## src/rtl/mouse_delta_counter.sv

```systemverilog
// rtl/mouse_delta_counter.sv - SPI mouse deltas into rate-limited Amiga-style {Y,X} quadrature counters
// Optional macro MOUSE_ACCEL_EN: doubles deltas whose magnitude exceeds ACCEL_THRESH.
`timescale 1ns/1ps
module mouse_delta_counter #(
  parameter int MAX_STEP     = 8,
  parameter int TICK_DIV     = 256,
  parameter int RES_W        = 12,
  parameter int ACCEL_THRESH = 16
) (
  input  logic        CLKCPU_A,
  input  logic        RESET,
  input  logic        DELTA_TOGGLE,
  input  logic [7:0]  DELTA_X,
  input  logic [7:0]  DELTA_Y,
  input  logic        CLEAR,
  output logic [15:0] MOUSE_DATA,
  output logic        PENDING,
  output logic        OVERFLOW
);

  localparam int TW = $clog2(TICK_DIV);
  localparam int AW = RES_W + 2;
  localparam logic [TW-1:0]        TICK_LAST = TW'(TICK_DIV - 1);
  localparam logic signed [AW-1:0] STEP_MAX  = AW'(MAX_STEP);
  localparam logic signed [AW-1:0] RES_MAX   = AW'((1 << (RES_W - 1)) - 1);
  localparam logic signed [AW-1:0] RES_MIN   = -RES_MAX;
`ifdef MOUSE_ACCEL_EN
  localparam logic signed [8:0]    ACCEL_LIM = 9'(ACCEL_THRESH);
`endif

  logic [TW-1:0]           tick_cnt_q, tick_cnt_d;
  logic                    s1_q, s1_d, s2_q, s2_d, s3_q, s3_d;
  logic                    boot_q, boot_d, arm_q, arm_d;
  logic signed [RES_W-1:0] res_x_q, res_x_d, res_y_q, res_y_d;
  logic [7:0]              cnt_x_q, cnt_x_d, cnt_y_q, cnt_y_d;
  logic                    overflow_q, overflow_d;

  logic                    tick, accept, ovf_x, ovf_y;
  logic signed [8:0]       dx, dy;
  logic signed [AW-1:0]    step_x, step_y;

  function automatic logic signed [8:0] shape_delta(input logic [7:0] d);
    logic signed [8:0] dv;
    dv = {d[7], d};
`ifdef MOUSE_ACCEL_EN
    if ((dv > ACCEL_LIM) || (dv < -ACCEL_LIM)) dv = dv <<< 1;
`endif
    return dv;
  endfunction

  function automatic logic signed [AW-1:0] clamp_step(input logic signed [RES_W-1:0] r);
    logic signed [AW-1:0] rr;
    rr = {{(AW-RES_W){r[RES_W-1]}}, r};
    if (rr > STEP_MAX)  return STEP_MAX;
    if (rr < -STEP_MAX) return -STEP_MAX;
    return rr;
  endfunction

  // Returns {clipped, new residue}; anything beyond the symmetric limit is discarded.
  function automatic logic [RES_W:0] accumulate(input logic signed [RES_W-1:0] r,
                                                input logic signed [8:0]       d,
                                                input logic signed [AW-1:0]    step);
    logic signed [AW-1:0] sum;
    sum = {{(AW-RES_W){r[RES_W-1]}}, r} + {{(AW-9){d[8]}}, d} - step;
    if (sum > RES_MAX) return {1'b1, RES_MAX[RES_W-1:0]};
    if (sum < RES_MIN) return {1'b1, RES_MIN[RES_W-1:0]};
    return {1'b0, sum[RES_W-1:0]};
  endfunction

  always_comb begin
    tick       = (tick_cnt_q == TICK_LAST);
    tick_cnt_d = tick ? '0 : tick_cnt_q + 1'b1;

    // Until armed the edge flop shadows s2's next value, so a level already high at release is not an edge.
    boot_d = 1'b1;
    arm_d  = boot_q;
    s1_d   = DELTA_TOGGLE;
    s2_d   = s1_q;
    s3_d   = arm_q ? s2_q : s1_q;
    accept = arm_q & (s2_q ^ s3_q);

    dx     = accept ? shape_delta(DELTA_X) : '0;
    dy     = accept ? shape_delta(DELTA_Y) : '0;
    step_x = tick ? clamp_step(res_x_q) : '0;
    step_y = tick ? clamp_step(res_y_q) : '0;

    {ovf_x, res_x_d} = accumulate(res_x_q, dx, step_x);
    {ovf_y, res_y_d} = accumulate(res_y_q, dy, step_y);
    cnt_x_d          = cnt_x_q + step_x[7:0];
    cnt_y_d          = cnt_y_q + step_y[7:0];
    overflow_d       = overflow_q | ovf_x | ovf_y;

    if (CLEAR) begin
      res_x_d    = '0;
      res_y_d    = '0;
      cnt_x_d    = '0;
      cnt_y_d    = '0;
      overflow_d = 1'b0;
    end
  end

  always_ff @(posedge CLKCPU_A) begin
    if (RESET) begin
      tick_cnt_q <= '0;
      s1_q       <= 1'b0;
      s2_q       <= 1'b0;
      s3_q       <= 1'b0;
      boot_q     <= 1'b0;
      arm_q      <= 1'b0;
      res_x_q    <= '0;
      res_y_q    <= '0;
      cnt_x_q    <= '0;
      cnt_y_q    <= '0;
      overflow_q <= 1'b0;
    end else begin
      tick_cnt_q <= tick_cnt_d;
      s1_q       <= s1_d;
      s2_q       <= s2_d;
      s3_q       <= s3_d;
      boot_q     <= boot_d;
      arm_q      <= arm_d;
      res_x_q    <= res_x_d;
      res_y_q    <= res_y_d;
      cnt_x_q    <= cnt_x_d;
      cnt_y_q    <= cnt_y_d;
      overflow_q <= overflow_d;
    end
  end

  assign MOUSE_DATA = {cnt_y_q, cnt_x_q};
  assign PENDING    = (res_x_q != '0) | (res_y_q != '0);
  assign OVERFLOW   = overflow_q;

endmodule
```

## config.mk

```make
export PLATFORM = sky130hd
export DESIGN_NAME = mouse_delta_counter
export DESIGN_NICKNAME = d
export VERILOG_FILES = /design/src/rtl/mouse_delta_counter.sv
export SDC_FILE = /design/constraint.sdc
export NUM_CORES = 1
export LEC_CHECK = 0
export CAP_MARGIN = 5
export CORE_MARGIN = 2
export CORE_UTILIZATION = 35
export DETAILED_ROUTE_END_ITERATION = 7
export GPL_ROUTABILITY_DRIVEN = 0
export HOLD_SLACK_MARGIN = 0.03
export PLACE_DENSITY = 0.64
export SYNTH_ARGS = -nofsm -noshare
export SYNTH_HDL_FRONTEND = slang
export SYNTH_SLANG_ARGS = --single-unit
```

## constraint.sdc

```tcl
create_clock -name CLKCPU_A -period 5.3 [get_ports CLKCPU_A]
set_input_delay 0.795 -clock CLKCPU_A [delete_from_list [all_inputs] [get_ports CLKCPU_A]]
set_output_delay 0.795 -clock CLKCPU_A [all_outputs]
set_load 0.1 [all_outputs]
```

==> summary.txt, run 1 <==
Outcome
  – Status: finished, final reports clean

Synth
  – Syn_nets: 742
  – Top-count cell post-synth: ha_1
  – Synth area leader: dfxtp_1
  – Async SR Flop Fraction: 0%
  – EDFF count, synth: 0
  – Post-synthesis sequential area ratio: 21.0%
  – Post-Syn Instances: 649
  – Synth top area share: 21.0%
  – Yosys cell types: 70
  – Seq cells post-synth: 54
  – Top FF cell, synth: dfxtp_1
  – Area of the mapped netlist: 5150 um^2
  – Commonest cells post-synth: ha_1, nor2_1, dfxtp_1
  – Top cells by area, synth: dfxtp_1, ha_1, xnor2_1, a21oi_1, nor2_1
  – Mapped Avg Cell Area: 7.93 um^2
  – Yosys warns: 0

Timing
  – Min Clock Period, post-route: 5090 ps
  – Max-slew headroom: 34.2%
  – Final Max Tran Viols: 0
  – Fin crit share: 96.0%
  – Final setup fails: 0
  – WHS: 441 ps
  – Setup ws final: 213 ps
  – Final Skew: 7.74 ps
  – Setup TNS: 0 ps
  – Final hold vios: 0
  – Slew @ Worst Pin: 985 ps
  – Max Freq: 197 MHz

Drt
  – Via count: 4727
  – Vias per cell: 5.17
  – DRC viols: 0
  – Post-DRT Antenna Nets: 0
  – DR WL/cell: 14.4 um
  – First-pass DRT Iterations: 5
  – DRT Wirelength: 13.2 mm
  – Drt initial violations: 219

Hold path
  – Min-delay worst type: reg -> reg
  – Hold Startpoint: arm_d

Worst setup path
  – Worst R2R Setup Slack: 360 ps
  – Reg2Reg Launch Point: s2_q
  – CP Class: in -> reg
  – CP startpoint: DELTA_Y[0]
  – CP arrival: 5270 ps
  – Data required time of the worst path: 5480 ps
  – Type of origin of the critical path: input pin
  – Critical path capture point type: register
  – Critical path peak fanout: 6

Die
  – # rows: 44
  – Initial Util: 35.7%
  – Die W: 125 um
  – Core area: 14400 um^2
  – Die height: 125 um
  – Die ar.: 15700 um^2
  – Top Ports: 38

Placement
  – Final HPWL DP: 10.7 mm
  – I/O Buffers: 37
  – Pre-CTS setup slack: -392 ps

Clock network
  – Clock slew at reported path FFs: 70 ps
  – Clock sinks: 54
  – Clock insertion delay at the later pin of the skew report: 290 ps
  – CTS tree: done
  – CTS Hold Bufs: 0
  – CTS root buffer: clkbuf_16
  – Inserted Clock Buffers: 5
  – H-tree depth: 2
  – Max Root-Sink Buffers: 2

Global routing
  – GRT Total Usage: 16.6%
  – Vias in the first global route: 4549
  – First-pass GRT wire length: 21.8 mm
  – Largest net degree at the start of global routing: 26
  – Total grt overflow: 0
  – Initial antenna violation count: 0

Finish
  – Share of cells above drive strength 1: 13.2%
  – Layout Utilization: 43.7%
  – Fin nets: 822
  – Antenna cells: 0
  – Layout Area Growth over Synthesis: 22.6%

Power and ir drop
  – Overall power: 3.14 mW
  – PwrDens: 498 nW/um^2
  – Leak: 2.86 nW
  – VDD IR max: 0.215 mV

Job
  – Max-cap violations: 0
## state kept, by name, indices dropped and copies added (netlist names)
register and cells:
OVERFLOW 1, arm_d 1, arm_q 1, cnt_x_q 8, cnt_y_q 8, res_x_q 12
res_y_q 12, s1_q 1, s2_q 1, s3_q 1, tick_cnt_q 8
## what timing repair did
action,in CTS,in global routing
gates resized for setup,5,23
endpoints found under the setup margin,14,24
buffers inserted,0,2
pin swaps,1,8
## cells in the final DEF, fill, tap and decap left out, types with 8 or more instances in the layout
master,n
nand2b_1,10
o21ai_0,35
inv_1,52
nand4_1,8
nor2b_1,23
xnor2_1,34
clkdlybuf4s50_1,37
o21a_1,10
nor3_1,14
nand3_1,9
xor2_1,16
ha_1,66
and3_1,16
nor2_1,58
a21o_1,16
dfxtp_1,54
a21oi_1,46
buf_4,48
nand2_1,42
## critical path: stages
cell and delay (ps):
clkdlybuf4s50_1 460, and3_1 170, ha_1 170, inv_1 60
fa_1 400, nor2b_1 130, o21ai_0 130, a21boi_1 210
o21a_1 170, o21ai_1 120, a2111oi_2 380, o21ai_1 150
o31a_1 130, ha_1 310, nor2b_1 140, a311o_2 360
a2111o_1 440, o21ai_2 120, a21o_1 210, buf_4 160
a21oi_1 50
## layout make-up
cell class	instances	area (um^2)
clock inverters	3	47.5
repair buffers	85	731
inverters	52	195
flip-flops and latches	54	1080
clock buffers	5	125
multi-input cells	531	3900
fillers	1471	8110
well taps	184	230
## per-stage QoR
stage / cell area, um^2 / cells
after global routing: 6310 / 914
after global placement: 6030 / 904
after detailed placement: 6030 / 904
final: 6310 / 914
after floorplan: 5150 / 649
after CTS: 6210 / 912
## final timing paths
kind / endpoint / cells past startpoint
worst min-delay path: arm_q / 1
worst max-delay path: res_y_q[1] / 21
worst max register to register: res_y_q[1] / 22
worst min register to register: arm_q / 1
## cell families (layout without fill, tap and decap cells)
family,after synthesis,in the layout,share of synthesized area (%)
multiplexers,5,5,0.997
XOR/XNOR,50,50,8.51
AO/OA/AOI/OAI,180,180,23.7
adder cells (fa/ha/maj),73,73,18.6
AND/OR/NAND/NOR,223,223,22.1
flip-flops,54,54,21.0
buffers and inverters,64,145,5.08
## per-layer routing
metal | wire length (um) | GRT usage (%)
met5 | 0 | 0
met4 | 215 | 4.31
met3 | 356 | 2.05
met2 | 6220 | 27.9
met1 | 6410 | 22.7
## report_power, final
| part | total (mW) | internal [mW] | switching, mW |
|---|---|---|---|
| Combinational | 2.21 | 1.02 | 1.19 |
| Clock | 0.381 | 0.226 | 0.155 |
| Sequential | 0.546 | 0.475 | 0.0710 |
Note: power is estimated with default switching activity, not from simulation.
==> inputs of run 2 (changes only) <==
CELL_PAD_IN_SITES_DETAIL_PLACEMENT = 0   (was unset)
CELL_PAD_IN_SITES_GLOBAL_PLACEMENT = 1   (was unset)
CORE_MARGIN = unset   (was 2)
PLACE_DENSITY = 0.78   (was 0.64)
clock period = 4.8 ns   (was 5.3 ns; I/O delays follow)
==> run 2 against run 1 <==
Register-to-register slack worse by 170 ps. Clock skew up 4.0 ps. First-iteration DRC count down 12%. Clock power up 2%. Critical endpoint is now res_y_q[7].
==> summary.txt, run 2 (synthesis gave the netlist of run 1 again) <==
Outcome
  – Status: finished, final reports clean (unchanged)

Drt
  – Drt initial violations: 192 (was 219)
  – First-pass DRT Iterations: 4 (was 5)
  – DRT Wirelength: 14.9 mm (was 13.2 mm)
  – DRC viols: 0 (unchanged)
  – DR WL/cell: 15.4 um (was 14.4 um)
  – Vias per cell: 5.36 (was 5.17)
  – Post-DRT Antenna Nets: 0 (unchanged)
  – Via count: 5176 (was 4727)

Hold path
  – Min-delay worst type: reg -> reg (unchanged)
  – Hold Startpoint: arm_d (unchanged)

Timing
  – Min Clock Period, post-route: 4700 ps
  – Max Freq: 213 MHz
  – Final Max Tran Viols: 0 (unchanged)
  – Fin crit share: 98.0%
  – Final setup fails: 0 (unchanged)
  – Slew @ Worst Pin: 982 ps (was 985 ps)
  – Setup ws final: 96.7 ps (was 213 ps)
  – Final Skew: 11.7 ps (was 7.74 ps)
  – Max-slew headroom: 34.3% (was 34.2%)
  – Final hold vios: 0 (unchanged)

Finish
  – Commonest non-fill, non-tap cells in the layout: buf_4, ha_1, nor2_1 (was ha_1, nor2_1, dfxtp_1)
  – Fillers: 1331 (was 1471)
  – Layout Area Growth over Synthesis: 35.6% (was 22.6%)
  – Final Non-Filler Cells: 966 (was 914)
  – Finished Cell Area: 6980 um^2 (was 6310 um^2)
  – Most common cell after layout, fill and taps aside: buf_4 (was ha_1)
  – Largest registers: res_x_q: 12 flops, res_y_q: 12 flops (unchanged)
  – Share of cells above drive strength 1: 24.6% (was 13.2%)
  – Fin nets: 877 (was 822)

Worst setup path
  – Critical path peak fanout: 6 (unchanged)
  – Reg2Reg Launch Point: s2_q (unchanged)
  – CP arrival: 4880 ps (was 5270 ps)
  – CP startpoint: DELTA_Y[2] (was DELTA_Y[0])
  – Worst R2R Setup Slack: 190 ps (was 360 ps)
  – Crit-path slowest cell: clkdlybuf4s50_1 (unchanged)
  – Data required time of the worst path: 4980 ps (was 5480 ps)
  – Slowest stage delay, CP: 470 ps (was 460 ps)
  – CP Class: in -> reg (unchanged)
  – Critical path buffers and inverters: 2 (was 3)
  – Type of origin of the critical path: input pin (unchanged)
  – Cell Chain, Critical Path: clkdlybuf4s50_1 > and3_1 > ha_4 > nor2b_2 > o21ai_2 > a21boi_2 > o21a_1 > o21ai_2 > nand2b_1 > a21oi_2 > xnor2_1 > ha_2 > a21o_1 > o21a_1 > a311oi_2 > xor2_1 > nand4_1 > o211ai_2 > a21o_1 > buf_12 > a21oi_1 (was clkdlybuf4s50_1 > and3_1 > ha_1 > inv_1 > fa_1 > nor2b_1 > o21ai_0 > a21boi_1 > o21a_1 > o21ai_1 > a2111oi_2 > o21ai_1 > o31a_1 > ha_1 > nor2b_1 > a311o_2 > a2111o_1 > o21ai_2 > a21o_1 > buf_4 > a21oi_1)
  – Critical path capture point type: register (unchanged)
  – CP delay by family, top: compound AO/OA/AOI/OAI gates (unchanged)

Placement
  – Pre-CTS setup slack: -820 ps (was -392 ps)
  – Placed cell area: 6410 um^2 (was 6030 um^2)
  – Final HPWL DP: 11.6 mm (was 10.7 mm)
  – I/O Buffers: 37 (unchanged)
  – Placed cells: 949 (was 904)

Die
  – # rows: 43 (was 44)
  – Top Ports: 38 (unchanged)
  – Die W: 123 um (was 125 um)
  – Initial Util: 36.5% (was 35.7%)
  – Die height: 123 um (was 125 um)
  – Core area: 14100 um^2 (was 14400 um^2)
  – Die ar.: 15200 um^2 (was 15700 um^2)

Global routing
  – First-pass GRT wire length: 23.8 mm (was 21.8 mm)
  – Initial antenna violation count: 1 (was 0)
  – Vias in the first global route: 5164 (was 4549)
  – Total grt overflow: 0 (unchanged)
  – GRT Total Usage: 19.7% (was 16.6%)
  – Largest net degree at the start of global routing: 26 (unchanged)

Clock network
  – Clock slew at reported path FFs: 80 ps (was 70 ps)
  – H-tree depth: 2 (unchanged)
  – CTS Hold Bufs: 0 (unchanged)
  – Inserted Clock Buffers: 5 (unchanged)
  – CTS tree: done (unchanged)
  – Max Root-Sink Buffers: 2 (unchanged)
  – CTS root buffer: clkbuf_16 (unchanged)
  – Clock sinks: 54 (unchanged)
  – Clock insertion delay at the later pin of the skew report: 300 ps (was 290 ps)

Job
  – Max-cap violations: 0 (unchanged)

Power and ir drop
  – VDD IR max: 0.248 mV (was 0.215 mV)
  – PwrDens: 561 nW/um^2 (was 498 nW/um^2)
  – Overall power: 3.92 mW (was 3.14 mW)
  – Leak: 3.18 nW (was 2.86 nW)
run 2: changes by cell type in the layout (fill, tap and decap cells not counted), moves of 4 or more:
cell     delta
o21ai_2     +4
o21ai_0     -6
buf_4      +53
ha_4        +5
a21oi_1     -8
ha_1        -7
a21oi_2     +8
run 2: timing repair:
| item | CTS | global route |
|---|---|---|
| resized for setup | 34 | 51 |
| pin swaps | 22 | 38 |
| setup buffers | 5 | 4 |
| endpoints found under the setup margin | 25 | 25 |
| hold endpoints to repair | 0 | 0 |
run 2: cell type report:
class	instances	area [um^2]	share of cell area [%]
multi-input combinational	531	4160	59.5
timing repair buffer	140	1160	16.7
sequential	54	1080	15.5
tap	180	225	3.23
inverter	52	195	2.80
clock buffer	5	125	1.79
clock inverter	3	28.8	0.412
antenna	1	2.50	0.0358
run 2: routing by layer:
layer	GRT usage [%]	vias up	share of wire (%)
met5	0	-	0
met4	4.22	0	1.2
met3	1.94	14	2.6
met2	36.0	93	51
met1	24.9	2464	45
li1	-	2605	-
run 2: worst register-to-register path: cells and delay by family (launching register included):
kind	cells	cell delay (ps)
buffers and inverters	3	340
AOI/OAI and AO/OA	11	1670
adders and majority gates	3	920
DFF	1	340
xor gates and xnor gates	3	620
and+or+nand+nor	4	600
run 2: metrics by stage:
| stage | hold slack, ps | util [%] | setup TNS, ps |
|---|---|---|---|
| after floorplan | 414 | - | 0 |
| after global placement | 419 | 45.5 | -15940 |
| after detailed placement | 438 | 45.5 | -17310 |
| after CTS | 457 | 47.7 | -22.9 |
| after global routing | 463 | 49.5 | -800 |
| final | 449 | 49.5 | 0 |
run 2: power by group:
group / switching [mW] / total [mW] / internal, mW
Combinational: 1.52 / 2.92 / 1.40
Clock: 0.188 / 0.389 / 0.201
Sequential: 0.0820 / 0.606 / 0.524
Total: 1.79 / 3.92 / 2.13
run 2: worst paths after layout:
kind	cells past startpoint	to
worst max-delay path	21	res_y_q[7]
worst max register to register	24	res_y_q[7]
worst min register to register	1	arm_q
worst min-delay path	1	arm_q
==> inputs of run 3 (changes only) <==
SLEW_MARGIN = 20   (was unset)
==> results of run 3 <==
The final DEF is identical to that of run 2; final timing and power are the same.
